**src/rtl/mips_pkg.sv**
```systemverilog
// Shared opcode/funct constants, FSM state, ALU encoding and control bundle
// for the multicycle MIPS-subset controller.
package mips_pkg;

  localparam logic [5:0] OP_RTYPE = 6'h00;
  localparam logic [5:0] OP_BEQ   = 6'h04;
  localparam logic [5:0] OP_ORI   = 6'h0d;
  localparam logic [5:0] OP_LUI   = 6'h0f;
  localparam logic [5:0] OP_LW    = 6'h23;
  localparam logic [5:0] OP_SW    = 6'h2b;
  localparam logic [5:0] FN_ADDU  = 6'h21;
  localparam logic [5:0] FN_SUBU  = 6'h23;

  typedef enum logic [2:0] {
    S_FETCH, S_DECODE, S_EXEC, S_MEM, S_WB, S_BR, S_HALT
  } state_e;

  typedef enum logic [1:0] {
    ALU_ADD = 2'd0, ALU_SUB = 2'd1, ALU_OR = 2'd2, ALU_LUI = 2'd3
  } alu_op_e;

  typedef enum logic [2:0] {
    C_ADDU, C_SUBU, C_ORI, C_LUI, C_LW, C_SW, C_BEQ, C_ILL
  } iclass_e;

  typedef struct packed {
    logic    ir_write;
    logic    pc_en;
    logic    if_beq;
    logic    reg_write;
    logic    reg_dst;
    logic    alu_src;
    logic    ext_op;
    alu_op_e alu_op;
    logic    mem_read;
    logic    mem_write;
    logic    mem_to_reg;
    logic    busy;
    logic    fault;
  } ctl_t;

endpackage

```
**src/rtl/mc_ctrl_main_dec.sv**
```systemverilog
// Main decoder: maps the latched opcode/funct to an instruction class and
// flags anything outside the supported subset as illegal.
module main_dec
  import mips_pkg::*;
(
  input  logic [5:0] op,
  input  logic [5:0] funct,
  output iclass_e    cls,
  output logic       illegal
);

  always_comb begin
    cls = C_ILL;
    case (op)
      OP_RTYPE: begin
        if (funct == FN_ADDU)      cls = C_ADDU;
        else if (funct == FN_SUBU) cls = C_SUBU;
      end
      OP_ORI:  cls = C_ORI;
      OP_LUI:  cls = C_LUI;
      OP_LW:   cls = C_LW;
      OP_SW:   cls = C_SW;
      OP_BEQ:  cls = C_BEQ;
      default: cls = C_ILL;
    endcase
    illegal = (cls == C_ILL);
  end

endmodule

```
**src/rtl/mc_ctrl.sv**
```systemverilog
// Multicycle controller FSM with memory-wait timeout and sticky fault.
// Optional retire counter (RetireCnt) when CTRL_PERF_CNT_EN is defined.
module mc_ctrl
  import mips_pkg::*;
#(
  parameter int WAIT_MAX = 8
) (
  input  logic        Clk,
  input  logic        Reset,
  input  logic [31:0] Instr,
  input  logic        Zero,
  input  logic        MemReady,
  output logic        IrWrite,
  output logic        PcEn,
  output logic        IfBeq,
  output logic        RegWrite,
  output logic        RegDst,
  output logic        AluSrc,
  output logic        ExtOp,
  output logic [1:0]  AluOp,
  output logic        MemRead,
  output logic        MemWrite,
  output logic        MemToReg,
  output logic        Busy,
`ifdef CTRL_PERF_CNT_EN
  output logic [31:0] RetireCnt,
`endif
  output logic        Fault
);

  localparam int WCW = (WAIT_MAX < 2) ? 1 : $clog2(WAIT_MAX + 1);
  localparam logic [WCW-1:0] WAIT_LAST = WCW'(WAIT_MAX - 1);

  state_e         state_q, state_d;
  logic [5:0]     op_q, op_d, fn_q, fn_d;
  logic [WCW-1:0] wait_q, wait_d;
  logic           fault_q, fault_d;
  iclass_e        cls;
  logic           illegal, is_mem;
  ctl_t           ctl, ctl_o;

  // Only opcode and funct steer control; the operand fields go to the datapath.
  logic unused_instr;
  assign unused_instr = ^Instr[25:6];

  main_dec u_dec (.op(op_q), .funct(fn_q), .cls(cls), .illegal(illegal));

  assign is_mem = (cls == C_LW) || (cls == C_SW);

  always_comb begin
    state_d = state_q;
    op_d    = op_q;
    fn_d    = fn_q;
    wait_d  = wait_q;
    case (state_q)
      S_FETCH: begin
        op_d    = Instr[31:26];
        fn_d    = Instr[5:0];
        state_d = S_DECODE;
      end
      S_DECODE: state_d = illegal ? S_HALT : (cls == C_BEQ) ? S_BR : S_EXEC;
      S_EXEC: begin
        state_d = is_mem ? S_MEM : S_WB;
        wait_d  = '0;
      end
      S_MEM: begin
        if (MemReady)                state_d = (cls == C_SW) ? S_FETCH : S_WB;
        else if (wait_q == WAIT_LAST) state_d = S_HALT;
        else                          wait_d  = wait_q + 1'b1;
      end
      S_WB, S_BR: state_d = S_FETCH;
      default:    state_d = S_HALT;
    endcase
    fault_d = fault_q | (state_d == S_HALT);
  end

  always_ff @(posedge Clk or posedge Reset) begin
    if (Reset) begin
      state_q <= S_FETCH;
      op_q    <= '0;
      fn_q    <= '0;
      wait_q  <= '0;
      fault_q <= 1'b0;
    end else begin
      state_q <= state_d;
      op_q    <= op_d;
      fn_q    <= fn_d;
      wait_q  <= wait_d;
      fault_q <= fault_d;
    end
  end

  always_comb begin
    ctl       = '0;
    ctl.busy  = (state_q != S_HALT);
    ctl.fault = fault_q;
    // ALU steering stays stable from EXEC through write-back.
    if (state_q inside {S_EXEC, S_MEM, S_WB}) begin
      case (cls)
        C_SUBU:     ctl.alu_op = ALU_SUB;
        C_ORI:      begin ctl.alu_op = ALU_OR;  ctl.alu_src = 1'b1; end
        C_LUI:      begin ctl.alu_op = ALU_LUI; ctl.alu_src = 1'b1; end
        C_LW, C_SW: begin ctl.alu_src = 1'b1; ctl.ext_op = 1'b1; end
        default:    ctl.alu_op = ALU_ADD;
      endcase
    end
    case (state_q)
      S_FETCH: ctl.ir_write = 1'b1;
      S_MEM: begin
        ctl.mem_read  = (cls == C_LW);
        ctl.mem_write = (cls == C_SW);
        ctl.pc_en     = (cls == C_SW) && MemReady;
      end
      S_WB: begin
        ctl.reg_write  = 1'b1;
        ctl.pc_en      = 1'b1;
        ctl.reg_dst    = (cls == C_ADDU) || (cls == C_SUBU);
        ctl.mem_to_reg = (cls == C_LW);
      end
      S_BR: begin
        ctl.alu_op = ALU_SUB;
        ctl.if_beq = Zero;
        ctl.pc_en  = 1'b1;
      end
      default: ;
    endcase
  end

  // Reset silences every output immediately, not just at the next edge.
  assign ctl_o    = Reset ? '0 : ctl;
  assign IrWrite  = ctl_o.ir_write;
  assign PcEn     = ctl_o.pc_en;
  assign IfBeq    = ctl_o.if_beq;
  assign RegWrite = ctl_o.reg_write;
  assign RegDst   = ctl_o.reg_dst;
  assign AluSrc   = ctl_o.alu_src;
  assign ExtOp    = ctl_o.ext_op;
  assign AluOp    = ctl_o.alu_op;
  assign MemRead  = ctl_o.mem_read;
  assign MemWrite = ctl_o.mem_write;
  assign MemToReg = ctl_o.mem_to_reg;
  assign Busy     = ctl_o.busy;
  assign Fault    = ctl_o.fault;

`ifdef CTRL_PERF_CNT_EN
  logic [31:0] retire_q, retire_d;
  always_comb retire_d = retire_q + 32'(ctl.pc_en);
  always_ff @(posedge Clk or posedge Reset) begin
    if (Reset) retire_q <= '0;
    else       retire_q <= retire_d;
  end
  assign RetireCnt = retire_q;
`endif

endmodule

```
**config.mk**
```make
export PLATFORM = sky130hd
export DESIGN_NAME = mc_ctrl
export DESIGN_NICKNAME = d
export VERILOG_FILES = /design/src/rtl/mips_pkg.sv /design/src/rtl/mc_ctrl_main_dec.sv /design/src/rtl/mc_ctrl.sv
export SDC_FILE = /design/constraint.sdc
export NUM_CORES = 1
export LEC_CHECK = 0
export ABC_AREA = 1
export CORE_MARGIN = 1
export CORE_UTILIZATION = 42
export DETAILED_ROUTE_END_ITERATION = 8
export GPL_TIMING_DRIVEN = 0
export PLACE_DENSITY = 0.8
export REMOVE_ABC_BUFFERS = 1
export SETUP_SLACK_MARGIN = 0.05
export SLEW_MARGIN = 20
export SYNTH_ARGS = -nofsm -noshare
export SYNTH_HDL_FRONTEND = slang
export SYNTH_SLANG_ARGS = --single-unit
```
**constraint.sdc**
```tcl
create_clock -name Clk -period 1.5 [get_ports Clk]
set_input_delay 0.3 -clock Clk [delete_from_list [all_inputs] [get_ports Clk]]
set_output_delay 0.3 -clock Clk [all_outputs]
set_load 0.03 [all_outputs]
```
==> results.md, run 1 <==
- Slowest stage delay, CP: 0.47 ns
- Fill count: 145
- Setup violators final: 16
- Clk network pwr share: 32.0%
- Die area: 3010 um^2
- Post-DP Area: 1490 um^2
- CP Launch Type: register
- Syn-to-layout area delta: 78.1%
- Global-route wire length before repair: 5.48 mm
- Clock sink total: 20
- CTS tree: built
- Worst-margin pin slew: 0.548 ns
- Switching Share: 26.6%
- Place WS: -1.35 ns
- Crit path cell chain: nor2_4 > nand3_4 > nand2_1 > inv_1 > nand2_1 > nand2_1 > o21ai_2 > buf_6
- Wire per inst: 16.1 um
- Crit-path max FO: 4
- Skew final: 0.00748 ns
- First-pass iteration count of the detailed router: 4
- Die W: 54.8 um
- Worst R2R Start: op_q[4]
- CORE AREA: 2570 um^2
- Count of unique library cells instantiated by Yosys: 26
- WS Path Type: register to primary output
- Vias per std cell: 5.44
- P_int: 0.773 mW
- Synth warnings: 0
- Failing checks: negative setup slack
- Gpl congestion: 0.842
- Final hold violation count: 0
- Largest net degree at the start of global routing: 13
- Clock Path Buffers: 2
- Mean Syn Cell Area: 7.47 um^2
- Die height: 54.8 um
- Initial DRC count: 38
- Worst hold path class: primary input to asynchronous set/reset pin
- Max-cap violations: 0
- Post-synthesis sequential element count: 20
- CP max-delay cell: dfrtp_2
- Slew HR: 63.2%
- Mapped Area: 1170 um^2
- # DRC: 0
- Arr. time, crit path: 1.75 ns
- Total wire length: 4.09 mm
- H-Tree Depth: 1
- Synthesized instance count: 157
- Required @ worst endpoint: 1.20 ns
- Clock-pin slew on the worst setup and hold paths: 0.13 ns
- Vias in the first global route: 1,252
- Power per cell area: 505 nW/um^2
- Fin area: 2090 um^2
- Initial antenna violation count: 0
- Worst Setup SP: op_q[4]
- Leakage: 0.979 nW
- IO Pins: 50
- Antenna-violating nets left: 0
- Slew Limit Fails: 0
- Row count: 18
- Tcrit/Tclk final: 136%
- Initial Utilization: 45.7%
- IO Port Bufs: 29
- Cts bufs inserted: 3
- Outcome: finished, violations left
- Crit end category: primary output
- Most frequent CP cell: nand2_1
- Diodes inserted: 0
- Clock Latency Late Sink: 0.32 ns
- Sequential fraction of the synthesis area: 42.7%
- TNS Setup: -4.46 ns
- Total track usage: 26.7%
- Combinational power share: 13.7%
- Tmin final: 2.05 ns
- Max Clk Rate: 488 MHz
- Overflow after GRT: 0
- Root Buffer: clkbuf_4
- Psw: 0.281 mW
- Seq pwr share: 54.3%
- RSZ-0062 raised after global routing: true
- Design Power: 1.05 mW
- Via count: 1,388
- Share of cells above drive strength 1: 52.9%
- Nets@finish: 263
- Hold slack final: 0.175 ns
- Final HPWL DP: 1.94 mm
- Peak supply drop: 0.000529 V
- Setup slack after layout: -0.547 ns
- CTS Hold Bufs: 0
[synthesized netlist by cell type (all sizes together)]
cell type,count,area (um^2)
o211ai,2,15.0
or2,1,6.26
buf,2,12.5
inv,27,101
o21bai,1,7.51
xor2,1,8.76
o31ai,1,7.51
nand2,25,96.4
mux2,3,33.8
a21oi,16,80.1
ha,1,12.5
dfrtp,20,500
o2111ai,1,8.76
nor3,3,15.0
nand4,2,18.8
nand3,17,105
nor2,32,133
o21ai,2,10.0
[per-layer routing]
layer / track usage, % / up-vias / wire length (um)
met1: 30.3 / 679 / 1650
met2: 47.4 / 54 / 2130
li1: - / 642 / -
met4: 13.2 / 0 / 104
met3: 4.72 / 13 / 207
met5: 0 / - / 0
[worst max-delay path: cells and delay by family, from the launching register on]
kind | cells | cell delay, ns
AND/OR/NAND/NOR | 5 | 0.59
AO/OA/AOI/OAI | 1 | 0.14
flip-flops | 1 | 0.47
buffers and inverters | 2 | 0.21
[through the flow]
stage | std cells | util (%)
finish | 255 | 81.3
global route | 255 | 81.3
CTS | 243 | 71.2
detailed placement | 214 | 57.9
global placement | 214 | 57.9
floorplan | 155 | -
[path summary, 6_finish.rpt]
check | endpoint | cells past startpoint | slack, ns
setup / recovery | AluOp[0] | 8 | -0.55
hold / removal | op_q[1] | 2 | 0.18
setup reg to reg | fault_q | 11 | -0.13
hold reg to reg | fault_q | 2 | 0.47
max in group asynchronous | op_q[0] | 2 | 1.04
min in group Clk | fault_q | 2 | 0.47
[layout make-up]
cell class | instances | area, um^2 | share of cell area (%)
Clock buffer | 4 | 36.3 | 1.74
Inverter | 27 | 119 | 5.69
Tap cell | 30 | 37.5 | 1.80
Timing Repair Buffer | 64 | 591 | 28.3
Timing Repair inverter | 1 | 5.00 | 0.240
Multi-Input combinational cell | 109 | 793 | 38.0
Sequential cell | 20 | 507 | 24.3
[power by group through the flow]
| stage | Clock, mW | Sequential (mW) | Combinational, mW |
|---|---|---|---|
| 6_report | 0.338 | 0.572 | 0.144 |
| 5_1_grt | 0.353 | 0.574 | 0.155 |
| 2_1_floorplan | 0 | 0.575 | 0.0486 |
| 3_3_place_gp | 0 | 0.577 | 0.0997 |
| 4_1_cts | 0.322 | 0.570 | 0.128 |
| 3_5_place_dp | 0 | 0.578 | 0.102 |
[state kept, by name, summed over array words and instances, names as in the netlist]
| name | count |
|---|---|
| fault_q | 1 |
| fn_q | 6 |
| op_q | 6 |
| state_q | 3 |
| wait_q | 4 |
[placed cells by master, fill, tap and decap left out, types with 2 or more instances in the layout]
| master | instances |
|---|---|
| nand3_2 | 5 |
| o211ai_1 | 2 |
| buf_6 | 18 |
| dfrtp_1 | 15 |
| inv_1 | 15 |
| dfrtp_2 | 5 |
| nand2_1 | 12 |
| nor2_2 | 4 |
| inv_2 | 8 |
| clkdlybuf4s50_1 | 14 |
| nand3_1 | 8 |
| clkinvlp_4 | 2 |
| nand2_4 | 4 |
| nor2_1 | 20 |
| clkbuf_4 | 3 |
| o21ai_2 | 2 |
| a21oi_1 | 14 |
| nand3_4 | 4 |
| mux2_2 | 3 |
| buf_4 | 29 |
| nor2_4 | 8 |
| nand2_2 | 9 |
[timing repair]
item,in CTS,in global routing
setup endpoints to repair,28,19
buffers inserted,23,15
gates cloned,2,0
pin swaps,8,21
resized for setup,130,51
[kinds of logic (layout without fill, tap and decap cells)]
| family | count (synthesis) | in the layout | share of synthesized area (%) |
|---|---|---|---|
| simple gates | 80 | 81 | 31.9 |
| buf+inv | 29 | 96 | 9.71 |
| compound gates | 23 | 23 | 11.0 |
| flops | 20 | 20 | 42.7 |
| mux | 3 | 3 | 2.88 |
| fa+ha+maj | 1 | 1 | 1.07 |
| xor+xnor | 1 | 1 | 0.747 |
Note: power is estimated with default switching activity, not from simulation.
==> run 2, diff against run 1 <==
CTS_CLUSTER_SIZE = 28   (was not set)
==> results of run 2 <==
The final DEF is identical to that of run 1; final timing and power are the same.
==> run 3, diff against run 2 <==
HOLD_SLACK_MARGIN = 0.1   (was not set)
==> results of run 3 <==
The final DEF is identical to that of run 1; final timing and power are the same.
